==> src/rtl/pc_fetch_unit.sv <==
// pc_fetch_unit: program counter and instruction-fetch handshake with a one-entry decode buffer
//
// Optional feature macro: FETCH_ALIGN_EXC_EN
//   defined   -> a redirect to a non-word-aligned target is turned into a fetch
//                exception: pc <- EXC_VECTOR, exc_valid_o pulses, exc_badaddr_o
//                records the target.
//   undefined -> target bits [1:0] are cleared, exc_valid_o/exc_badaddr_o stay 0.
//
// Ports:
//   clk                 sole clock, rising edge
//   rst_n               asynchronous active-low reset
//   pc_o                current fetch PC (registered), drives the external PC+4 adder
//   pc4_i               adder result, pc_o + 4 (wraps modulo 2^32)
//   stall_i             decode cannot accept instr_o this cycle
//   redirect_i          branch taken / jump pulse from decode
//   redirect_target_i   new PC when redirect_i is high
//   imem_req_o          fetch request valid (combinational)
//   imem_addr_o         fetch address, always equal to pc_o
//   imem_ready_i        memory returns imem_rdata_i this cycle
//   imem_rdata_i        fetched word
//   instr_o             buffered instruction for decode
//   instr_pc_o          PC of instr_o
//   instr_valid_o       buffer holds a live instruction
//   exc_valid_o         one-cycle misaligned-redirect pulse
//   exc_badaddr_o       offending redirect target
module pc_fetch_unit #(
  parameter logic [31:0] RESET_PC = 32'h0000_3000
`ifdef FETCH_ALIGN_EXC_EN
  , parameter logic [31:0] EXC_VECTOR = 32'h0000_4180
`endif
) (
  input  logic        clk,
  input  logic        rst_n,
  output logic [31:0] pc_o,
  input  logic [31:0] pc4_i,
  input  logic        stall_i,
  input  logic        redirect_i,
  input  logic [31:0] redirect_target_i,
  output logic        imem_req_o,
  output logic [31:0] imem_addr_o,
  input  logic        imem_ready_i,
  input  logic [31:0] imem_rdata_i,
  output logic [31:0] instr_o,
  output logic [31:0] instr_pc_o,
  output logic        instr_valid_o,
  output logic        exc_valid_o,
  output logic [31:0] exc_badaddr_o
);
  typedef enum logic [1:0] {IDLE, FETCH, FLUSH} state_e;
  state_e      state_q, state_d;
  logic [31:0] pc_q, pc_d;
  logic [31:0] instr_q, instr_d;
  logic [31:0] ipc_q, ipc_d;
  logic [31:0] tgt_q, tgt_d;
  logic [31:0] bad_q, bad_d;
  logic        valid_q, valid_d;
  logic        pend_q, pend_d;
  logic        exc_q, exc_d;
  logic        req;
  logic        misal;
  logic [31:0] tgt;
`ifdef FETCH_ALIGN_EXC_EN
  assign misal = |redirect_target_i[1:0];
  assign tgt   = misal ? EXC_VECTOR : redirect_target_i;
`else
  assign misal = 1'b0;
  assign tgt   = redirect_target_i & ~32'h3;
`endif
  // A raised request stays up until accepted (pend_q); a new one is raised only
  // when the buffer is empty or drained this cycle. FLUSH always has one in flight.
  assign req = (state_q == FLUSH) ||
               (state_q == FETCH && (pend_q || !valid_q || !stall_i));
  always_comb begin
    state_d = state_q;
    pc_d    = pc_q;
    instr_d = instr_q;
    ipc_d   = ipc_q;
    valid_d = valid_q;
    tgt_d   = tgt_q;
    bad_d   = bad_q;
    exc_d   = 1'b0;
    pend_d  = req && !imem_ready_i;
    if (state_q != IDLE && redirect_i) begin
      exc_d = misal;
      bad_d = misal ? redirect_target_i : bad_q;
    end
    case (state_q)
      IDLE: state_d = FETCH;
      FETCH: begin
        if (redirect_i) begin
          valid_d = 1'b0;
          // an unanswered request cannot be withdrawn, so park the target until it returns
          if (pend_d) begin
            tgt_d   = tgt;
            state_d = FLUSH;
          end else begin
            pc_d = tgt;
          end
        end else if (req && imem_ready_i) begin
          instr_d = imem_rdata_i;
          ipc_d   = pc_q;
          valid_d = 1'b1;
          pc_d    = pc4_i;
        end else if (!stall_i) begin
          valid_d = 1'b0;
        end
      end
      FLUSH: begin
        tgt_d = redirect_i ? tgt : tgt_q;
        if (imem_ready_i) begin
          pc_d    = redirect_i ? tgt : tgt_q;
          state_d = FETCH;
        end
      end
      default: state_d = IDLE;
    endcase
  end
  always_ff @(posedge clk or negedge rst_n) begin
    if (!rst_n) begin
      state_q <= IDLE;
      pc_q    <= RESET_PC;
      instr_q <= '0;
      ipc_q   <= '0;
      valid_q <= 1'b0;
      pend_q  <= 1'b0;
      tgt_q   <= '0;
      exc_q   <= 1'b0;
      bad_q   <= '0;
    end else begin
      state_q <= state_d;
      pc_q    <= pc_d;
      instr_q <= instr_d;
      ipc_q   <= ipc_d;
      valid_q <= valid_d;
      pend_q  <= pend_d;
      tgt_q   <= tgt_d;
      exc_q   <= exc_d;
      bad_q   <= bad_d;
    end
  end
  assign pc_o          = pc_q;
  assign imem_req_o    = req;
  assign imem_addr_o   = pc_q;
  assign instr_o       = instr_q;
  assign instr_pc_o    = ipc_q;
  assign instr_valid_o = valid_q;
  assign exc_valid_o   = exc_q;
  assign exc_badaddr_o = bad_q;
endmodule

==> config.mk <==
export PLATFORM = sky130hd
export DESIGN_NAME = pc_fetch_unit
export DESIGN_NICKNAME = d
export VERILOG_FILES = /design/src/rtl/pc_fetch_unit.sv
export SDC_FILE = /design/constraint.sdc
export NUM_CORES = 1
export LEC_CHECK = 0
export CAP_MARGIN = 20
export CORE_UTILIZATION = 40
export DETAILED_ROUTE_END_ITERATION = 8
export PLACE_DENSITY = 0.76
export SETUP_SLACK_MARGIN = 0.4
export SLEW_MARGIN = 20
export SYNTH_ARGS = -nofsm -noshare
export SYNTH_HDL_FRONTEND = slang
export SYNTH_SLANG_ARGS = --single-unit
==> constraint.sdc <==
create_clock -name clk -period 2.9 [get_ports clk]
set_input_delay 0.435 -clock clk [delete_from_list [all_inputs] [get_ports clk]]
set_output_delay 0.435 -clock clk [all_outputs]
set_load 0.05 [all_outputs]
==> flow_summary.yaml <==
worst_setup_path:
  crit_path_start_kind: "flop"
  cp.depth: 4
  cp_data_required_time_ns: 2.47
  r2r_cells: 5
  critical_path_class: "flop to primary output"
  cp-end-kind: "primary output"
  path_buf_inv: 2
  critical_path_arrival_ns: 1.90
  reg2reg_from: "state_q[0]$_DFFE_PN0P_"
  crit_path_end: "imem_req_o"
  critPathMaxFanout: 34
  cpMaxStageDelayCell: "dfrtp_4"
  crit_path_max_incr_delay_ns: 0.56
  path_common_cell: "buf_12"
  crit_start: "state_q[0]$_DFFE_PN0P_"
  critical_path.cell_chain: "nand2b_2 -> buf_12 -> o21ai_0 -> buf_12"
  r2r_setup_slack_ns: 0.74
  reg2reg_to: "imem_addr_o[30]$_DFFE_PN0P_"
  critPathTopFamily: "flip-flops"
die:
  pin_count: 264
  fp-row-count: 47
  start_util: 0.4104
  dieArea_um2: 17540
  die_width_um: 132.4
  fp.coreArea_um2: 16580
  die_y_um: 132.4
synth:
  synth_ff_type: "dfrtp_1"
  synthCells: 613
  yosys.area.top_type_share: 0.4780
  yosys-top-cells-count: "dfrtp_1 (130), mux2_2 (91), buf_4 (65), o22ai_1 (59), mux2i_1 (58)"
  synth_most_common_cell: "dfrtp_1"
  netlist_top_cells_area: "dfrtp_1 (48%), mux2_2 (15%), mux2i_1 (8.5%)"
  syn_area_per_cell_um2: 11.10
  synth_edf_count: 0
  syn_area_um2: 6805
  ys_types: 29
  async_reset_ff_frac: 1.000
  synth_top_cell_by_area: "dfrtp_1"
  synth-seq-cells: 132
  ys_seq_area_frac: 0.4858
  yosys_warnings: 0
power:
  power.leakage_nw: 4.261
  power.total_mw: 12.90
  power.density_nw_per_um2: 1340
  vdd_drop_max_mv: 0.8779
clock_network:
  cts_buffers: 17
  cts_tree: "done"
  clockBufferDepth: 2
  clock_tree.root_cell: "clkbuf_16"
  insertion_delay_ns: 0.41
  path_clk_slew_ns: 0.06
  cts.sinks: 132
  post_cts_buffers: 0
  cts_max_level: 4
placement:
  place_ws_ns: 0.3275
  port_buffers: 228
  dp_hpwl_um: 11050
  globalplace.congestion: 0.7452
route:
  first_iter_violations: 251
  vias_per_cell: 4.962
  drc: 0
  detail-route-antenna-nets: 0
  totalWireLength_um: 16310
  num_vias: 5126
  dr.pass1.iters: 4
  wl_per_cell_um: 15.79
grt:
  first_global_vias: 5173
  grt_use_total: 0.1927
  grt_pass1_wl_um: 26580
  antenna_found_initial: 0
  grt.overflow.total: 0
  grt_max_degree: 67
sta:
  slew_headroom: 0.5697
  period_share: 0.8064
  timing.final.hold_violations: 0
  worstMarginPinSlew_ns: 0.6454
  setup_viol: 0
  clock_skew_ns: 0.008779
  fin_crit_ns: 2.339
  layout_setup_ws_ns: 0.5614
  tns_ns: 0
  fmax_mhz: 427.6
  rsz0062_at_grt: "no"
  slew_viol_final: 0
cells_and_area:
  final_util: 0.5807
  n_antenna_cell: 0
  final_nets: 901
  area_growth_pct: 41.50
  drive_above_1_share: 0.1808
job:
  max-cap-violations: 0
min_path:
  hold_path.class: "flop to flop"
  min-delay-start: "instr_o[1]$_DFFE_PN0P_"
outcome:
  status: "finished, final reports clean"
[worst min-delay path by stage]
stage | depth (start not counted) | end | slack (ns)
3_5_place_dp | 1 | instr_pc_o[8]$_DFFE_PN0P_ | 0.40
4_1_cts | 1 | instr_o[1]$_DFFE_PN0P_ | 0.49
5_1_grt | 1 | instr_pc_o[5]$_DFFE_PN0P_ | 0.50
3_3_place_gp | 1 | instr_pc_o[8]$_DFFE_PN0P_ | 0.40
2_1_floorplan | 0 | imem_addr_o[0]$_DFFE_PN0P_ | 0.14
6_report | 1 | instr_o[1]$_DFFE_PN0P_ | 0.48
[per-layer routing]
layer  vias to the layer above  track usage  share of wire
li1                       2478            -              -
met1                      2467       0.2359           0.44
met2                       166       0.3316           0.49
met3                        15      0.05096          0.057
met4                         0      0.05875          0.011
met5                         -            0              0
[cells in the final DEF, fill, tap and decap left out, types with 8 or more instances in the layout]
cell / instances
clkdlybuf4s50_1: 225
dfrtp_1: 128
mux2_2: 91
o22ai_1: 59
mux2i_1: 58
a21oi_1: 34
conb_1: 33
inv_1: 30
nor2_1: 30
a31oi_1: 30
clkbuf_16: 17
buf_4: 11
nand2_1: 8
[power by group]
part / leakage (nW) / switching, mW / internal (mW) / total [mW]
Sequential: 1.57 / 0.698 / 2.76 / 3.46
Combinational: 2.41 / 4.59 / 2.66 / 7.25
Clock: 0.290 / 0.769 / 1.42 / 2.19
Total: 4.26 / 6.06 / 6.84 / 12.9
[sequential cells by signal, summed over array words and instances (netlist names)]
signal         flops
instr_valid_o      1
tgt_q             32
instr_pc_o        32
state_q            2
imem_addr_o       32
instr_o           32
pend_q             1
[cell families after synthesis]
family                 count (synthesis)  synth area share
other                                  1         0.0005510
muxes                                154            0.2442
and+or+nand+nor                       55           0.03861
buffers and inverters                139            0.1149
DFF                                  132            0.4858
AOI/OAI and AO/OA                    132            0.1160
[cell type report]
cell class                      count  area, µm²
Inverter                           31      116.4
Tap cell                          220      275.3
Timing Repair Buffer              244       2461
Multi-Input combinational cell    374       2860
Clock inverter                      8      123.9
Sequential cell                   132       3311
Clock buffer                       24      481.7
Fill cell                        1429       6954
[per-stage QoR]
| stage | area, µm² | instances | hold WS [ns] |
|---|---|---|---|
| after CTS | 9622 | 1033 | 0.4872 |
| after global placement | 8999 | 1000 | 0.3968 |
| after floorplan | 6925 | 645 | 0.1394 |
| after detailed placement | 8999 | 1000 | 0.3955 |
| after global routing | 9629 | 1033 | 0.5004 |
| final | 9629 | 1033 | 0.4834 |
[worst reg2reg max path: stages (launching register included)]
cell      delay (ns)
dfrtp_4         0.58
nand2b_1        0.23
o32ai_1         0.15
a31oi_4         0.47
buf_12          0.25
mux2_2          0.36
[timing repair]
| action | CTS | global route |
|---|---|---|
| hold endpoints to repair | 44 | 0 |
| setup endpoints to repair | 1 | 1 |
| cloned | 0 | 0 |
| pin swaps | 0 | 0 |
| resized for setup | 2 | 2 |
| hold buffers | 1 | 0 |
Note: power is estimated with default switching activity, not from simulation.
